$ cat src/rtl/arith_pkg.sv
// rtl/arith_pkg.sv - shared arithmetic-library types and defaults
package arith_pkg;

    typedef enum logic [1:0] {
        IDLE = 2'd0,
        RUN  = 2'd1,
        DONE = 2'd2
    } sub_state_t;

    localparam int DEFAULT_WIDTH = 4;

endpackage

$ cat src/rtl/serial_subtractor_if.sv
// rtl/serial_subtractor_if.sv - start/busy/done operand and result bundle
interface serial_subtractor_if
    import arith_pkg::*;
#(
    parameter int WIDTH = DEFAULT_WIDTH
);
    logic             start;
    logic [WIDTH-1:0] a;
    logic [WIDTH-1:0] b;
    logic             bin;
    logic             busy;
    logic             done;
    logic [WIDTH-1:0] diff;
    logic             bout;

    modport master (
        output start, a, b, bin,
        input  busy, done, diff, bout
    );

    modport slave (
        input  start, a, b, bin,
        output busy, done, diff, bout
    );
endinterface

$ cat src/rtl/full_subtractor.sv
// rtl/full_subtractor.sv - one-bit full subtractor from two half subtractors
module full_subtractor (
    input  logic x,
    input  logic y,
    input  logic bi,
    output logic d,
    output logic bo
);
    logic d1;
    logic b1;
    logic b2;

    // First stage subtracts y from x, second stage subtracts the borrow-in.
    half_subtractor u_hs_xy (
        .x  (x),
        .y  (y),
        .d  (d1),
        .bo (b1)
    );

    half_subtractor u_hs_bi (
        .x  (d1),
        .y  (bi),
        .d  (d),
        .bo (b2)
    );

    assign bo = b1 | b2;
endmodule

$ cat src/rtl/half_subtractor.sv
// rtl/half_subtractor.sv - one-bit half subtractor (x - y)
module half_subtractor (
    input  logic x,
    input  logic y,
    output logic d,
    output logic bo
);
    assign d  = x ^ y;
    assign bo = ~x & y;
endmodule

$ cat src/rtl/serial_subtractor.sv
// rtl/serial_subtractor.sv - bit-serial unsigned subtractor, one bit per clock
module serial_subtractor
    import arith_pkg::*;
#(
    parameter int WIDTH = DEFAULT_WIDTH
) (
    input  logic               clk,
    input  logic               rst,
    serial_subtractor_if.slave bus
);
    localparam int             CW   = $clog2(WIDTH + 1);
    localparam logic [CW-1:0]  LAST = CW'(WIDTH - 1);

    sub_state_t       state;
    logic [CW-1:0]    cnt;
    logic [WIDTH-1:0] a_sh;
    logic [WIDTH-1:0] b_sh;
    logic [WIDTH-1:0] work;
    logic             borrow;
    logic [WIDTH-1:0] diff_r;
    logic             bout_r;
    logic             busy_r;
    logic             done_r;
    logic             cell_d;
    logic             cell_bo;

    // The single shared arithmetic cell always looks at the LSBs of the operand shifters.
    full_subtractor u_fs (
        .x  (a_sh[0]),
        .y  (b_sh[0]),
        .bi (borrow),
        .d  (cell_d),
        .bo (cell_bo)
    );

    // Control FSM and datapath; results only land in diff/bout once all bits are done.
    always_ff @(posedge clk) begin
        if (rst) begin
            state  <= IDLE;
            cnt    <= '0;
            a_sh   <= '0;
            b_sh   <= '0;
            work   <= '0;
            borrow <= 1'b0;
            diff_r <= '0;
            bout_r <= 1'b0;
            busy_r <= 1'b0;
            done_r <= 1'b0;
        end else begin
            case (state)
                IDLE, DONE: begin
                    done_r <= 1'b0;
                    if (bus.start) begin
                        a_sh   <= bus.a;
                        b_sh   <= bus.b;
                        borrow <= bus.bin;
                        cnt    <= '0;
                        work   <= '0;
                        busy_r <= 1'b1;
                        state  <= RUN;
                    end else begin
                        state  <= IDLE;
                    end
                end
                RUN: begin
                    work   <= {cell_d, work[WIDTH-1:1]};
                    a_sh   <= a_sh >> 1;
                    b_sh   <= b_sh >> 1;
                    borrow <= cell_bo;
                    cnt    <= cnt + 1'b1;
                    if (cnt == LAST) begin
                        diff_r <= {cell_d, work[WIDTH-1:1]};
                        bout_r <= cell_bo;
                        done_r <= 1'b1;
                        busy_r <= 1'b0;
                        state  <= DONE;
                    end
                end
                default: begin
                    busy_r <= 1'b0;
                    done_r <= 1'b0;
                    state  <= IDLE;
                end
            endcase
        end
    end

    assign bus.busy = busy_r;
    assign bus.done = done_r;
    assign bus.diff = diff_r;
    assign bus.bout = bout_r;
endmodule

$ cat src/flat_wrapper.sv
// flat-port wrapper written by rule: the top's interface ports become plain ports
module serial_subtractor_flat import arith_pkg::*;
#(
    parameter int WIDTH = DEFAULT_WIDTH
)
  (clk, rst, bus_start, bus_a, bus_b, bus_bin, bus_busy, bus_done, bus_diff, bus_bout);
  serial_subtractor_if #(.WIDTH(WIDTH)) bus_i ();
  input  logic clk;
  input  logic rst;
  input wire logic [$bits(bus_i.start)-1:0] bus_start;
  input wire logic [$bits(bus_i.a)-1:0] bus_a;
  input wire logic [$bits(bus_i.b)-1:0] bus_b;
  input wire logic [$bits(bus_i.bin)-1:0] bus_bin;
  output wire logic [$bits(bus_i.busy)-1:0] bus_busy;
  output wire logic [$bits(bus_i.done)-1:0] bus_done;
  output wire logic [$bits(bus_i.diff)-1:0] bus_diff;
  output wire logic [$bits(bus_i.bout)-1:0] bus_bout;
  assign bus_i.start = bus_start;
  assign bus_i.a = bus_a;
  assign bus_i.b = bus_b;
  assign bus_i.bin = bus_bin;
  assign bus_busy = bus_i.busy;
  assign bus_done = bus_i.done;
  assign bus_diff = bus_i.diff;
  assign bus_bout = bus_i.bout;
  serial_subtractor #(.WIDTH(WIDTH)) u_core (.clk(clk), .rst(rst), .bus(bus_i));
endmodule
$ cat config.mk
export PLATFORM = sky130hd
export DESIGN_NAME = serial_subtractor_flat
export DESIGN_NICKNAME = d
export VERILOG_FILES = /design/src/rtl/arith_pkg.sv /design/src/rtl/serial_subtractor_if.sv /design/src/rtl/full_subtractor.sv /design/src/rtl/half_subtractor.sv /design/src/rtl/serial_subtractor.sv /design/src/flat_wrapper.sv
export SDC_FILE = /design/constraint.sdc
export NUM_CORES = 1
export LEC_CHECK = 0
export ABC_CLOCK_PERIOD_IN_PS = 2400
export BUFFER_PORTS_ARGS = -buffer_cell sky130_fd_sc_hd__buf_2
export CAP_MARGIN = 5
export CORE_UTILIZATION = 50
export DETAILED_ROUTE_END_ITERATION = 12
export PLACE_DENSITY = 0.73
export REMOVE_ABC_BUFFERS = 1
export SYNTH_ARGS = -nofsm -noshare
export SYNTH_HDL_FRONTEND = slang
export SYNTH_SLANG_ARGS = --single-unit
export TNS_END_PERCENT = 10
$ cat constraint.sdc
create_clock -name clk -period 2.4 [get_ports clk]
set_clock_uncertainty 0.15 [all_clocks]
set_input_delay 0.6 -clock clk [delete_from_list [all_inputs] [get_ports clk]]
set_output_delay 0.6 -clock clk [all_outputs]
set_load 0.005 [all_outputs]
==> flow_results.xml, run 1 <==
<?xml version="1.0" encoding="UTF-8"?>
<metrics>
  <group name="finish">
    <metric name="nNetsFinal" unit="">147</metric>
    <metric name="post_route_cells_drive_above_1_share" unit="">0.200</metric>
    <metric name="multiInputGateArea" unit="um^2">465</metric>
    <metric name="diodes" unit="">0</metric>
    <metric name="final.fill_count" unit="">199</metric>
    <metric name="regArea" unit="um^2">480</metric>
    <metric name="syn2layout_area_growth" unit="%">7.38</metric>
  </group>
  <group name="global_route">
    <metric name="grt_first_pass_wirelength" unit="um">2700</metric>
    <metric name="gr_overflow_total" unit="">0</metric>
    <metric name="vias_in_the_first_global_route" unit="">617</metric>
    <metric name="antenna_violations_before_repair" unit="">0</metric>
    <metric name="grt.total_usage" unit="">0.173</metric>
    <metric name="pin_count_of_the_biggest_net_entering_global_routing" unit="">26</metric>
  </group>
  <group name="cts">
    <metric name="cts-htree-levels" unit="">1</metric>
    <metric name="clk_latency" unit="ps">300</metric>
    <metric name="cts-buffers-inserted" unit="">3</metric>
    <metric name="postCtsSetupBuffers" unit="">0</metric>
    <metric name="hold_bufs_inserted_after_cts" unit="">0</metric>
    <metric name="postCtsResizedCells" unit="">0</metric>
    <metric name="clock_tree_from_tritoncts" unit="">done</metric>
    <metric name="path_clk_slew" unit="ps">120</metric>
    <metric name="clock-sinks" unit="">24</metric>
    <metric name="cts-root-to-sink-buffers" unit="">2</metric>
    <metric name="ctsRootBufferMaster" unit="">sky130_fd_sc_hd__clkbuf_4</metric>
  </group>
  <group name="route">
    <metric name="detail_route.iter0.violations" unit="">18</metric>
    <metric name="dr_pass1_iterations" unit="">4</metric>
    <metric name="per_cell_via_count_in_the_routed_design" unit="">5.13</metric>
    <metric name="final_antenna_net_count" unit="">0</metric>
    <metric name="wl_per_cell" unit="um">11.2</metric>
    <metric name="num_vias" unit="">806</metric>
    <metric name="routed_wirelength" unit="um">1770</metric>
    <metric name="drc_errors" unit="">0</metric>
  </group>
  <group name="logic_synthesis">
    <metric name="syn_warnings" unit="">0</metric>
    <metric name="synth.cells.most_frequent" unit="">sky130_fd_sc_hd__dfxtp_1, sky130_fd_sc_hd__nand2_1, sky130_fd_sc_hd__a21oi_1</metric>
    <metric name="synth_enable_flop_cells" unit="">0</metric>
    <metric name="ys_types" unit="">24</metric>
    <metric name="async_reset_ff_frac" unit="">0</metric>
    <metric name="post_synth_instance_area" unit="um^2">1030</metric>
    <metric name="dominantRegCellSynth" unit="">sky130_fd_sc_hd__dfxtp_1</metric>
    <metric name="seq_area_frac_synth" unit="">0.464</metric>
    <metric name="yosysTopAreaCell" unit="">sky130_fd_sc_hd__dfxtp_1</metric>
    <metric name="number_of_flip_flops_and_latches_in_the_synthesized_netlist" unit="">24</metric>
    <metric name="synth.most_common_cell" unit="">sky130_fd_sc_hd__dfxtp_1</metric>
    <metric name="netlist.area_leader.share" unit="">0.464</metric>
    <metric name="synthesis.instances" unit="">118</metric>
    <metric name="post_synth.cell_area_avg" unit="um^2">8.77</metric>
    <metric name="synth.top_cells.by_area" unit="">sky130_fd_sc_hd__dfxtp_1, sky130_fd_sc_hd__nand2_1, sky130_fd_sc_hd__a21oi_1</metric>
  </group>
  <group name="timing">
    <metric name="fin_tns_setup" unit="ps">0</metric>
    <metric name="slew_viols_final" unit="">0</metric>
    <metric name="f_max" unit="MHz">580</metric>
    <metric name="rsz_0062_raised_after_global_routing" unit="">no</metric>
    <metric name="final-hold-violation-count" unit="">0</metric>
    <metric name="timing.final.setup_violations" unit="">0</metric>
    <metric name="period_share" unit="">0.718</metric>
    <metric name="slew_at_the_pin_closest_to_its_max_slew_limit" unit="ps">897</metric>
    <metric name="post-route-min-period" unit="ps">1720</metric>
    <metric name="timing.final.ws_setup" unit="ps">676</metric>
    <metric name="maxSlewHeadroom" unit="">0.402</metric>
  </group>
  <group name="setup_path">
    <metric name="critical_path.startpoint_type" unit="">flop</metric>
    <metric name="worst-path-buf-inv" unit="">0</metric>
    <metric name="setup.reg_to_reg.worst_slack" unit="ps">680</metric>
    <metric name="worst-endpoint-required" unit="ps">2460</metric>
    <metric name="crit_type" unit="">reg -&gt; reg</metric>
    <metric name="worst_path_dominant_cell_family" unit="">simple AND/OR/NAND/NOR gates</metric>
    <metric name="setup.worst_path.end_class" unit="">flop</metric>
    <metric name="arrival" unit="ps">1780</metric>
    <metric name="cell_type_of_the_slowest_stage_on_the_worst_timing_path" unit="">sky130_fd_sc_hd__nand2b_1</metric>
    <metric name="crit_chain" unit="">nand2b_1, nor2_1, a311oi_1</metric>
    <metric name="critical_path.max_fanout" unit="">25</metric>
    <metric name="worst_path_largest_cell_delay" unit="ps">710</metric>
  </group>
  <group name="power_and_ir_drop">
    <metric name="power_density" unit="nW/um^2">622</metric>
    <metric name="fin_total_pwr" unit="W">0.000692</metric>
    <metric name="power.leakage" unit="nW">0.428</metric>
    <metric name="ir_worst_vdd" unit="uV">407</metric>
  </group>
  <group name="placement">
    <metric name="numPortBuffers" unit="">18</metric>
    <metric name="dp.final_hpwl" unit="um">1240</metric>
    <metric name="place_ws" unit="ps">593</metric>
    <metric name="globalplace.congestion" unit="">0.684</metric>
  </group>
  <group name="floorplan">
    <metric name="row_count" unit="">16</metric>
    <metric name="fp.dieArea" unit="um^2">2260</metric>
    <metric name="die_h" unit="um">47.5</metric>
    <metric name="dieWidth" unit="um">47.5</metric>
    <metric name="ioPinCount" unit="">19</metric>
    <metric name="design.core.area" unit="um^2">1960</metric>
    <metric name="floorplan.initialDensity" unit="">0.527</metric>
  </group>
  <group name="status">
    <metric name="run_status" unit="">finished clean</metric>
  </group>
  <group name="min_path">
    <metric name="min-delay-path-class" unit="">reg -&gt; reg</metric>
  </group>
  <group name="job">
    <metric name="cap_violations" unit="">0</metric>
  </group>
</metrics>
worst paths after layout:
check | startpoint | endpoint | depth (start not counted)
max | u_core.state[1] | u_core.a_sh[0] | 3
min reg2reg | u_core.bus.diff[1] | u_core.bus.diff[1] | 2
max reg2reg | u_core.state[1] | u_core.a_sh[0] | 3
min | u_core.bus.diff[1] | u_core.bus.diff[1] | 2
kinds of logic (layout without fill, tap and decap cells):
group                      count (synthesis)  count (layout)  synth area share
DFF                                       24              24             0.464
adders and majority gates                  3               3            0.0435
and+or+nand+nor                           53              53             0.232
buffers and inverters                     13              25            0.0858
AOI/OAI and AO/OA                         25              25             0.174
worst reg2reg max path, stage by stage, from the launching register on:
cell	delay [ps]
sky130_fd_sc_hd__dfxtp_1	370
sky130_fd_sc_hd__nand2b_1	710
sky130_fd_sc_hd__nor2_1	120
sky130_fd_sc_hd__a311oi_1	300
area by class of cell:
| class | count | share of cell area |
|---|---|---|
| Tap cell | 27 | 0.0304 |
| Inverter | 3 | 0.0101 |
| Timing Repair Buffer | 19 | 0.0878 |
| Clock buffer | 3 | 0.0203 |
| Sequential cell | 24 | 0.432 |
| Multi-Input combinational cell | 81 | 0.419 |
flip-flops by register name, summed over array words and instances, names as in the netlist:
register / cells
u_core.b_sh: 4
u_core.a_sh: 4
u_core.cnt: 3
u_core.work: 3
u_core.bus.bout: 1
u_core.bus.busy: 1
u_core.state: 2
u_core.borrow: 1
u_core.bus.diff: 4
u_core.bus.done: 1
metal layers:
layer  routed length [um]  vias up  share of wire  track usage
met1                  817      361           0.46        0.225
met5                    0        -              0            0
met3                   70        2          0.040       0.0453
met4                    4        0         0.0023       0.0686
met2                  872       18           0.49        0.274
li1                     -      425              -            -
report_power, final:
group / switching, W / internal [W]
registers: 0.0000129 / 0.000418
clock network: 0.000108 / 0.0000585
logic: 0.0000567 / 0.0000373
placed cells by master (no fill, tap or decap):
master	n
sky130_fd_sc_hd__nor2_1	9
sky130_fd_sc_hd__a2bb2oi_1	1
sky130_fd_sc_hd__buf_4	1
sky130_fd_sc_hd__nand2b_1	4
sky130_fd_sc_hd__ha_1	2
sky130_fd_sc_hd__clkbuf_4	3
sky130_fd_sc_hd__o21ai_0	1
sky130_fd_sc_hd__inv_1	3
sky130_fd_sc_hd__a21oi_1	14
sky130_fd_sc_hd__fa_1	1
sky130_fd_sc_hd__dfxtp_1	24
sky130_fd_sc_hd__and2b_1	1
sky130_fd_sc_hd__a21oi_2	1
sky130_fd_sc_hd__nand3b_1	1
sky130_fd_sc_hd__nor2b_1	1
sky130_fd_sc_hd__buf_2	18
sky130_fd_sc_hd__nor3b_1	1
sky130_fd_sc_hd__nor3_1	1
sky130_fd_sc_hd__nand3_1	13
sky130_fd_sc_hd__a311oi_1	4
sky130_fd_sc_hd__a311oi_2	3
sky130_fd_sc_hd__o21a_1	1
sky130_fd_sc_hd__nand2_1	22
metrics by stage:
stage,hold slack (ps),cell area [um^2],utilization,cells
detailed placement,298,1090,0.555,154
global placement,291,1090,0.555,154
CTS,315,1110,0.566,157
global route,328,1110,0.566,157
finish,311,1110,0.566,157
floorplan,290,957,-,108
(Power assumes the default switching activity.)
==> run 2, diff against run 1 <==
- ABC_CLOCK_PERIOD_IN_PS: 2400 -> 1800
- clock period: 2.4 -> 1.8 ns (I/O delays scaled with it)
==> run 2 against run 1 <==
Compared with the run above:
- critical path depth rose by 2
- clock power grew 140%
- total power rose by 59%
- first-iteration DRC count is 44% lower
- non-clock buffer count increased by 3
- worst hold slack worse by 120 ps
- largest power group unchanged
- sequential share of layout area down 2.0 points
- core utilization rose by 2.7 points
- global-route usage rose by 1.1 points
- worst setup slack got worse by 300 ps
==> flow_results.xml, run 2 (same netlist as run 1, synthesis figures left out) <==
<?xml version="1.0" encoding="UTF-8"?>
<metrics>
  <group name="placement">
    <metric name="globalplace.congestion" unit="">0.680</metric>
    <metric name="numPortBuffers" unit="">18</metric>
    <metric name="placedInstanceArea" unit="um^2">1110</metric>
    <metric name="dp.final_hpwl" unit="um">1250</metric>
    <metric name="place_ws" unit="ps">348</metric>
    <metric name="dpl.cell_count" unit="">157</metric>
  </group>
  <group name="setup_path">
    <metric name="crit_chain" unit="">ha_1, ha_1, nand3b_1, nand2_1, a21oi_1</metric>
    <metric name="worst_path_largest_cell_delay" unit="ps">380</metric>
    <metric name="setup.worst_path.end_class" unit="">flop</metric>
    <metric name="cell_type_of_the_slowest_stage_on_the_worst_timing_path" unit="">sky130_fd_sc_hd__dfxtp_1</metric>
    <metric name="critical_path.startpoint_type" unit="">flop</metric>
    <metric name="worst-endpoint-required" unit="ps">1850</metric>
    <metric name="worst-path-buf-inv" unit="">0</metric>
    <metric name="arrival" unit="ps">1480</metric>
    <metric name="worst_path_dominant_cell_family" unit="">adder cells</metric>
    <metric name="most_frequent_cp_cell" unit="">sky130_fd_sc_hd__ha_1</metric>
    <metric name="critical_path.max_fanout" unit="">7</metric>
    <metric name="crit_type" unit="">reg -&gt; reg</metric>
  </group>
  <group name="timing">
    <metric name="timing.final.ws_setup" unit="ps">375</metric>
    <metric name="f_max" unit="MHz">702</metric>
    <metric name="worst_hold_slack" unit="ps">189</metric>
    <metric name="fin_tns_setup" unit="ps">0</metric>
    <metric name="maxSlewHeadroom" unit="">0.697</metric>
    <metric name="rsz_0062_raised_after_global_routing" unit="">no</metric>
    <metric name="final-hold-violation-count" unit="">0</metric>
    <metric name="period_share" unit="">0.792</metric>
    <metric name="post-route-min-period" unit="ps">1420</metric>
    <metric name="timing.final.setup_violations" unit="">0</metric>
    <metric name="slew_at_the_pin_closest_to_its_max_slew_limit" unit="ps">454</metric>
    <metric name="slew_viols_final" unit="">0</metric>
  </group>
  <group name="finish">
    <metric name="final_cell_mix" unit="">sky130_fd_sc_hd__dfxtp_1, sky130_fd_sc_hd__nand2_1, sky130_fd_sc_hd__buf_2</metric>
    <metric name="layout.cells.most_common" unit="">sky130_fd_sc_hd__dfxtp_1</metric>
    <metric name="number_of_standard_cells_in_the_final_layout_excluding_fillers" unit="">161</metric>
    <metric name="finish.instance_area" unit="um^2">1160</metric>
    <metric name="diodes" unit="">0</metric>
    <metric name="nNetsFinal" unit="">150</metric>
    <metric name="syn2layout_area_growth" unit="%">12.5</metric>
    <metric name="post_route_cells_drive_above_1_share" unit="">0.224</metric>
  </group>
  <group name="power_and_ir_drop">
    <metric name="p_sw_frac" unit="">0.240</metric>
    <metric name="power.share.combinational" unit="">0.118</metric>
    <metric name="p_clk_frac" unit="">0.361</metric>
    <metric name="power.leakage" unit="nW">0.456</metric>
    <metric name="power_report.internal_total" unit="W">0.000837</metric>
    <metric name="ir_worst_vdd" unit="uV">612</metric>
    <metric name="share_seq_of_total_power" unit="">0.521</metric>
    <metric name="power_density" unit="nW/um^2">947</metric>
    <metric name="power.net_switching" unit="W">0.000265</metric>
  </group>
  <group name="route">
    <metric name="routed_wirelength" unit="um">1800</metric>
    <metric name="final_antenna_net_count" unit="">0</metric>
    <metric name="num_vias" unit="">842</metric>
    <metric name="wl_per_cell" unit="um">11.2</metric>
    <metric name="drc_errors" unit="">0</metric>
    <metric name="per_cell_via_count_in_the_routed_design" unit="">5.23</metric>
    <metric name="detail_route.iter0.violations" unit="">10</metric>
    <metric name="dr_pass1_iterations" unit="">4</metric>
  </group>
  <group name="cts">
    <metric name="cts-buffers-inserted" unit="">3</metric>
    <metric name="cts-root-to-sink-buffers" unit="">2</metric>
    <metric name="cts-htree-levels" unit="">1</metric>
    <metric name="clock_tree_from_tritoncts" unit="">done</metric>
    <metric name="clk_latency" unit="ps">320</metric>
    <metric name="ctsRootBufferMaster" unit="">sky130_fd_sc_hd__clkbuf_4</metric>
    <metric name="path_clk_slew" unit="ps">140</metric>
    <metric name="postCtsResizedCells" unit="">0</metric>
    <metric name="clock-sinks" unit="">24</metric>
    <metric name="postCtsSetupBuffers" unit="">0</metric>
    <metric name="hold_bufs_inserted_after_cts" unit="">0</metric>
  </group>
  <group name="min_path">
    <metric name="min-delay-path-class" unit="">in -&gt; reg</metric>
  </group>
  <group name="floorplan">
    <metric name="fp.dieArea" unit="um^2">2260</metric>
    <metric name="ioPinCount" unit="">19</metric>
    <metric name="die_h" unit="um">47.5</metric>
    <metric name="dieWidth" unit="um">47.5</metric>
    <metric name="row_count" unit="">16</metric>
    <metric name="floorplan.initialDensity" unit="">0.527</metric>
    <metric name="design.core.area" unit="um^2">1960</metric>
  </group>
  <group name="global_route">
    <metric name="antenna_violations_before_repair" unit="">0</metric>
    <metric name="grt_first_pass_wirelength" unit="um">2890</metric>
    <metric name="vias_in_the_first_global_route" unit="">685</metric>
    <metric name="grt.total_usage" unit="">0.184</metric>
    <metric name="gr_overflow_total" unit="">0</metric>
    <metric name="pin_count_of_the_biggest_net_entering_global_routing" unit="">25</metric>
  </group>
  <group name="job">
    <metric name="cap_violations" unit="">0</metric>
  </group>
  <group name="status">
    <metric name="run_status" unit="">finished clean</metric>
  </group>
</metrics>
==> run 2: cell types whose count changed in the layout (fill, tap and decap cells not counted) <==
cell / before / now
sky130_fd_sc_hd__buf_4: 1 / 4
sky130_fd_sc_hd__bufinv_16: 0 / 1
==> run 2: path summary, 6_finish.rpt <==
check                           from            endpoint  slack [ps]  cells past startpoint
setup / recovery       u_core.cnt[0]  u_core.bus.diff[3]         380                      5
hold / removal              bus_b[3]      u_core.b_sh[3]         190                      3
setup reg to reg       u_core.cnt[0]  u_core.bus.diff[3]         380                      5
hold reg to reg   u_core.bus.diff[2]  u_core.bus.diff[2]         320                      2
==> run 2: area by class of cell <==
cell class                      count  area [um^2]
Fill cell                         207          798
Multi-Input combinational cell     81          465
Sequential cell                    24          480
Clock inverter                      1         30.0
Inverter                            3         11.3
Tap cell                           27         33.8
Timing Repair Buffer               22          120
Clock buffer                        3         22.5
==> run 2: power groups by stage <==
stage | registers, W | logic, W | clock network [W]
after global routing | 0.000578 | 0.000147 | 0.000422
after global placement | 0.000585 | 0.000127 | 0
after detailed placement | 0.000586 | 0.000131 | 0
after floorplan | 0.000582 | 0.0000817 | 0
final | 0.000574 | 0.000130 | 0.000398
after CTS | 0.000574 | 0.000132 | 0.000403
==> run 2: routing by layer <==
layer / track usage / routed length, um / vias up
li1: - / - / 436
met1: 0.233 / 882 / 384
met2: 0.310 / 846 / 18
met3: 0.0226 / 47 / 4
met4: 0.0857 / 26 / 0
met5: 0 / 0 / -
==> run 2: tightest hold or removal path, cell delays in order <==
cell and delay [ps]:
sky130_fd_sc_hd__buf_2 90, sky130_fd_sc_hd__nand2_1 40, sky130_fd_sc_hd__a21oi_1 50
==> run 2: stage by stage <==
stage / util / total power [W]
floorplan: - / 0.000664
global placement: 0.566 / 0.000712
detailed placement: 0.566 / 0.000716
CTS: 0.593 / 0.00111
global route: 0.593 / 0.00115
finish: 0.593 / 0.00110
==> run 3, diff against run 2 <==
- ABC_AREA: not set -> 1
- ABC_CLOCK_PERIOD_IN_PS: 1800 -> 1250
- CORE_UTILIZATION: 50 -> 47
- PLACE_DENSITY: 0.73 -> 0.72
- clock period: 1.8 -> 1.25 ns (I/O delays scaled with it)
==> run 3 against run 2 <==
Compared with the run above:
- total power grew 37%
- die area increased by 5.9%
- the run now ends with negative setup slack left
- worst hold slack worse by 110 ps
- final area increased by 13%
- area after synthesis decreased by 0.24%
- synthesized cell count increased by 12%
- fmax grew 8.6%
- first-iteration DRC count grew 60%
- worst setup slack got worse by 440 ps
- flip-flop and latch count unchanged
==> flow_results.xml, run 3 <==
<?xml version="1.0" encoding="UTF-8"?>
<metrics>
  <group name="floorplan">
    <metric name="floorplan.initialDensity" unit="">0.511</metric>
    <metric name="ioPinCount" unit="">19</metric>
    <metric name="dieWidth" unit="um">48.9</metric>
    <metric name="fp.dieArea" unit="um^2">2390</metric>
    <metric name="row_count" unit="">16</metric>
    <metric name="design.core.area" unit="um^2">2020</metric>
    <metric name="die_h" unit="um">48.9</metric>
  </group>
  <group name="setup_path">
    <metric name="critical_path.max_fanout" unit="">2</metric>
    <metric name="crit_chain" unit="">inv_2, fa_2, inv_2, o22ai_1</metric>
    <metric name="worst_path_largest_cell_delay" unit="ps">570</metric>
    <metric name="most_frequent_cp_cell" unit="">sky130_fd_sc_hd__inv_2</metric>
    <metric name="crit_type" unit="">reg -&gt; reg</metric>
    <metric name="worst_r2r_path_depth" unit="">4</metric>
    <metric name="setup.reg_to_reg.worst_slack" unit="ps">-60</metric>
    <metric name="arrival" unit="ps">1410</metric>
    <metric name="critical_path.startpoint_type" unit="">flop</metric>
    <metric name="cell_type_of_the_slowest_stage_on_the_worst_timing_path" unit="">sky130_fd_sc_hd__fa_2</metric>
    <metric name="worst-endpoint-required" unit="ps">1350</metric>
    <metric name="setup.worst_path.end_class" unit="">flop</metric>
  </group>
  <group name="min_path">
    <metric name="min_delay_path_depth" unit="">3</metric>
    <metric name="min-delay-path-class" unit="">in -&gt; reg</metric>
  </group>
  <group name="global_route">
    <metric name="grt.total_usage" unit="">0.196</metric>
    <metric name="gr_overflow_total" unit="">0</metric>
    <metric name="pin_count_of_the_biggest_net_entering_global_routing" unit="">18</metric>
    <metric name="antenna_violations_before_repair" unit="">0</metric>
    <metric name="vias_in_the_first_global_route" unit="">910</metric>
    <metric name="grt_first_pass_wirelength" unit="um">3650</metric>
  </group>
  <group name="logic_synthesis">
    <metric name="dominantRegCellSynth" unit="">sky130_fd_sc_hd__dfxtp_1</metric>
    <metric name="seq_area_frac_synth" unit="">0.465</metric>
    <metric name="async_reset_ff_frac" unit="">0</metric>
    <metric name="number_of_flip_flops_and_latches_in_the_synthesized_netlist" unit="">24</metric>
    <metric name="yosysTopAreaCell" unit="">sky130_fd_sc_hd__dfxtp_1</metric>
    <metric name="post_synth_instance_area" unit="um^2">1030</metric>
    <metric name="synth.most_common_cell" unit="">sky130_fd_sc_hd__dfxtp_1</metric>
    <metric name="netlist.area_leader.share" unit="">0.465</metric>
    <metric name="synth_enable_flop_cells" unit="">0</metric>
    <metric name="synthesis.instances" unit="">132</metric>
    <metric name="synth.cells.most_frequent" unit="">sky130_fd_sc_hd__dfxtp_1, sky130_fd_sc_hd__nand3_1, sky130_fd_sc_hd__nand2_1</metric>
    <metric name="syn_warnings" unit="">0</metric>
    <metric name="synth.top_cells.by_area" unit="">sky130_fd_sc_hd__dfxtp_1, sky130_fd_sc_hd__nand3_1, sky130_fd_sc_hd__nand2_1</metric>
    <metric name="ys_types" unit="">19</metric>
    <metric name="post_synth.cell_area_avg" unit="um^2">7.82</metric>
  </group>
  <group name="timing">
    <metric name="slew_at_the_pin_closest_to_its_max_slew_limit" unit="ps">223</metric>
    <metric name="f_max" unit="MHz">762</metric>
    <metric name="slew_viols_final" unit="">0</metric>
    <metric name="final-hold-violation-count" unit="">0</metric>
    <metric name="post-route-min-period" unit="ps">1310</metric>
    <metric name="rsz_0062_raised_after_global_routing" unit="">yes</metric>
    <metric name="maxSlewHeadroom" unit="">0.851</metric>
    <metric name="timing.final.setup_violations" unit="">3</metric>
    <metric name="timing.final.ws_setup" unit="ps">-61.8</metric>
    <metric name="period_share" unit="">1.05</metric>
  </group>
  <group name="cts">
    <metric name="ctsRootBufferMaster" unit="">sky130_fd_sc_hd__clkbuf_4</metric>
    <metric name="cts-root-to-sink-buffers" unit="">2</metric>
    <metric name="cts-buffers-inserted" unit="">3</metric>
    <metric name="path_clk_slew" unit="ps">130</metric>
    <metric name="clock-sinks" unit="">24</metric>
    <metric name="cts-htree-levels" unit="">1</metric>
    <metric name="clk_latency" unit="ps">310</metric>
    <metric name="clock_tree_from_tritoncts" unit="">done</metric>
    <metric name="hold_bufs_inserted_after_cts" unit="">0</metric>
  </group>
  <group name="status">
    <metric name="run_status" unit="">finished with violations</metric>
    <metric name="failed_checks" unit="">negative setup slack</metric>
  </group>
  <group name="power_and_ir_drop">
    <metric name="power.share.combinational" unit="">0.183</metric>
    <metric name="share_seq_of_total_power" unit="">0.549</metric>
    <metric name="power.net_switching" unit="W">0.000405</metric>
    <metric name="power_density" unit="nW/um^2">1150</metric>
    <metric name="power_report.internal_total" unit="W">0.00111</metric>
    <metric name="p_sw_frac" unit="">0.267</metric>
    <metric name="power.leakage" unit="nW">0.573</metric>
    <metric name="ir_worst_vdd" unit="uV">747</metric>
    <metric name="p_clk_frac" unit="">0.269</metric>
  </group>
  <group name="route">
    <metric name="per_cell_via_count_in_the_routed_design" unit="">4.99</metric>
    <metric name="wl_per_cell" unit="um">11.1</metric>
    <metric name="final_antenna_net_count" unit="">0</metric>
    <metric name="dr_pass1_iterations" unit="">4</metric>
    <metric name="drc_errors" unit="">0</metric>
    <metric name="num_vias" unit="">938</metric>
    <metric name="routed_wirelength" unit="um">2100</metric>
    <metric name="detail_route.iter0.violations" unit="">16</metric>
  </group>
  <group name="placement">
    <metric name="numPortBuffers" unit="">18</metric>
    <metric name="dp.final_hpwl" unit="um">1520</metric>
    <metric name="place_ws" unit="ps">-85.2</metric>
    <metric name="globalplace.congestion" unit="">0.743</metric>
    <metric name="placedInstanceArea" unit="um^2">1200</metric>
  </group>
  <group name="finish">
    <metric name="syn2layout_area_growth" unit="%">27.3</metric>
    <metric name="multiInputGateArea" unit="um^2">480</metric>
    <metric name="diodes" unit="">0</metric>
    <metric name="post_route_cells_drive_above_1_share" unit="">0.373</metric>
    <metric name="final_cell_mix" unit="">sky130_fd_sc_hd__nand3_1, sky130_fd_sc_hd__nand2_1, sky130_fd_sc_hd__buf_2</metric>
    <metric name="layout.cells.most_common" unit="">sky130_fd_sc_hd__nand3_1</metric>
    <metric name="regArea" unit="um^2">498</metric>
    <metric name="nNetsFinal" unit="">177</metric>
    <metric name="post-route-util" unit="">0.650</metric>
    <metric name="final.fill_count" unit="">199</metric>
    <metric name="finish.instance_area" unit="um^2">1310</metric>
  </group>
  <group name="job">
    <metric name="cap_violations" unit="">0</metric>
  </group>
</metrics>
run 3: cell types whose count changed after synthesis, sizes merged, moves of 2 or more:
cell,before,now
o22ai,0,3
clkbuf,2,0
buf,8,5
inv,3,17
a311oi,7,0
nor2,9,13
o21ai,1,5
nand2b,4,0
nor3,1,7
nand3,13,23
a21oi,15,8
run 3: repair_timing:
item                       in CTS  in global routing
resized for setup              13                 14
setup endpoints to repair      13                 26
buffers inserted                0                  1
pin swaps                       1                  5
run 3: critical path: cells and delay by family (launching register included):
family | cells | cell delay [ps]
buf+inv | 2 | 90
flops | 1 | 340
fa+ha+maj | 1 | 570
compound gates | 1 | 110
run 3: final timing paths:
check                     startpoint                 end
setup reg to reg      u_core.b_sh[0]      u_core.work[3]
setup / recovery      u_core.b_sh[0]      u_core.work[3]
hold reg to reg   u_core.bus.diff[2]  u_core.bus.diff[2]
hold / removal              bus_a[1]      u_core.a_sh[1]
run 3: cells by family after synthesis:
group	count (synthesis)	share of synthesized area
simple gates	67	0.303
flops	24	0.465
buf+inv	22	0.107
compound gates	16	0.0812
fa+ha+maj	3	0.0436
run 3: power groups by stage:
stage / sequential, W / combinational [W] / clock (W)
after floorplan: 0.000840 / 0.000149 / 0
after global placement: 0.000842 / 0.000244 / 0
after detailed placement: 0.000843 / 0.000253 / 0
after CTS: 0.000828 / 0.000262 / 0.000424
after global routing: 0.000837 / 0.000308 / 0.000447
final: 0.000832 / 0.000277 / 0.000407
run 3: stage by stage:
step           setup TNS (ps)  power (W)  instances  hold slack [ps]
2_1_floorplan            -183   0.000989        127              232
6_report                 -133    0.00152        188             74.4
3_5_place_dp             -417    0.00110        183              304
5_1_grt                  -572    0.00159        188             74.9
4_1_cts                  -254    0.00151        187             66.5
3_3_place_gp             -132    0.00109        183              299
run 3: per-layer routing:
| layer | share of wire | vias to the layer above | track usage |
|---|---|---|---|
| met5 | 0 | - | 0 |
| met4 | 0.0048 | 0 | 0.0294 |
| met3 | 0.039 | 2 | 0.0561 |
| met2 | 0.51 | 22 | 0.377 |
| met1 | 0.44 | 429 | 0.212 |
| li1 | - | 485 | - |
run 3: area by class of cell:
class                           count  area share
Sequential cell                    24       0.379
Multi-Input combinational cell     86       0.366
Timing Repair Buffer               30       0.151
Inverter                           17      0.0505
Clock buffer                        4      0.0276
Tap cell                           27      0.0257
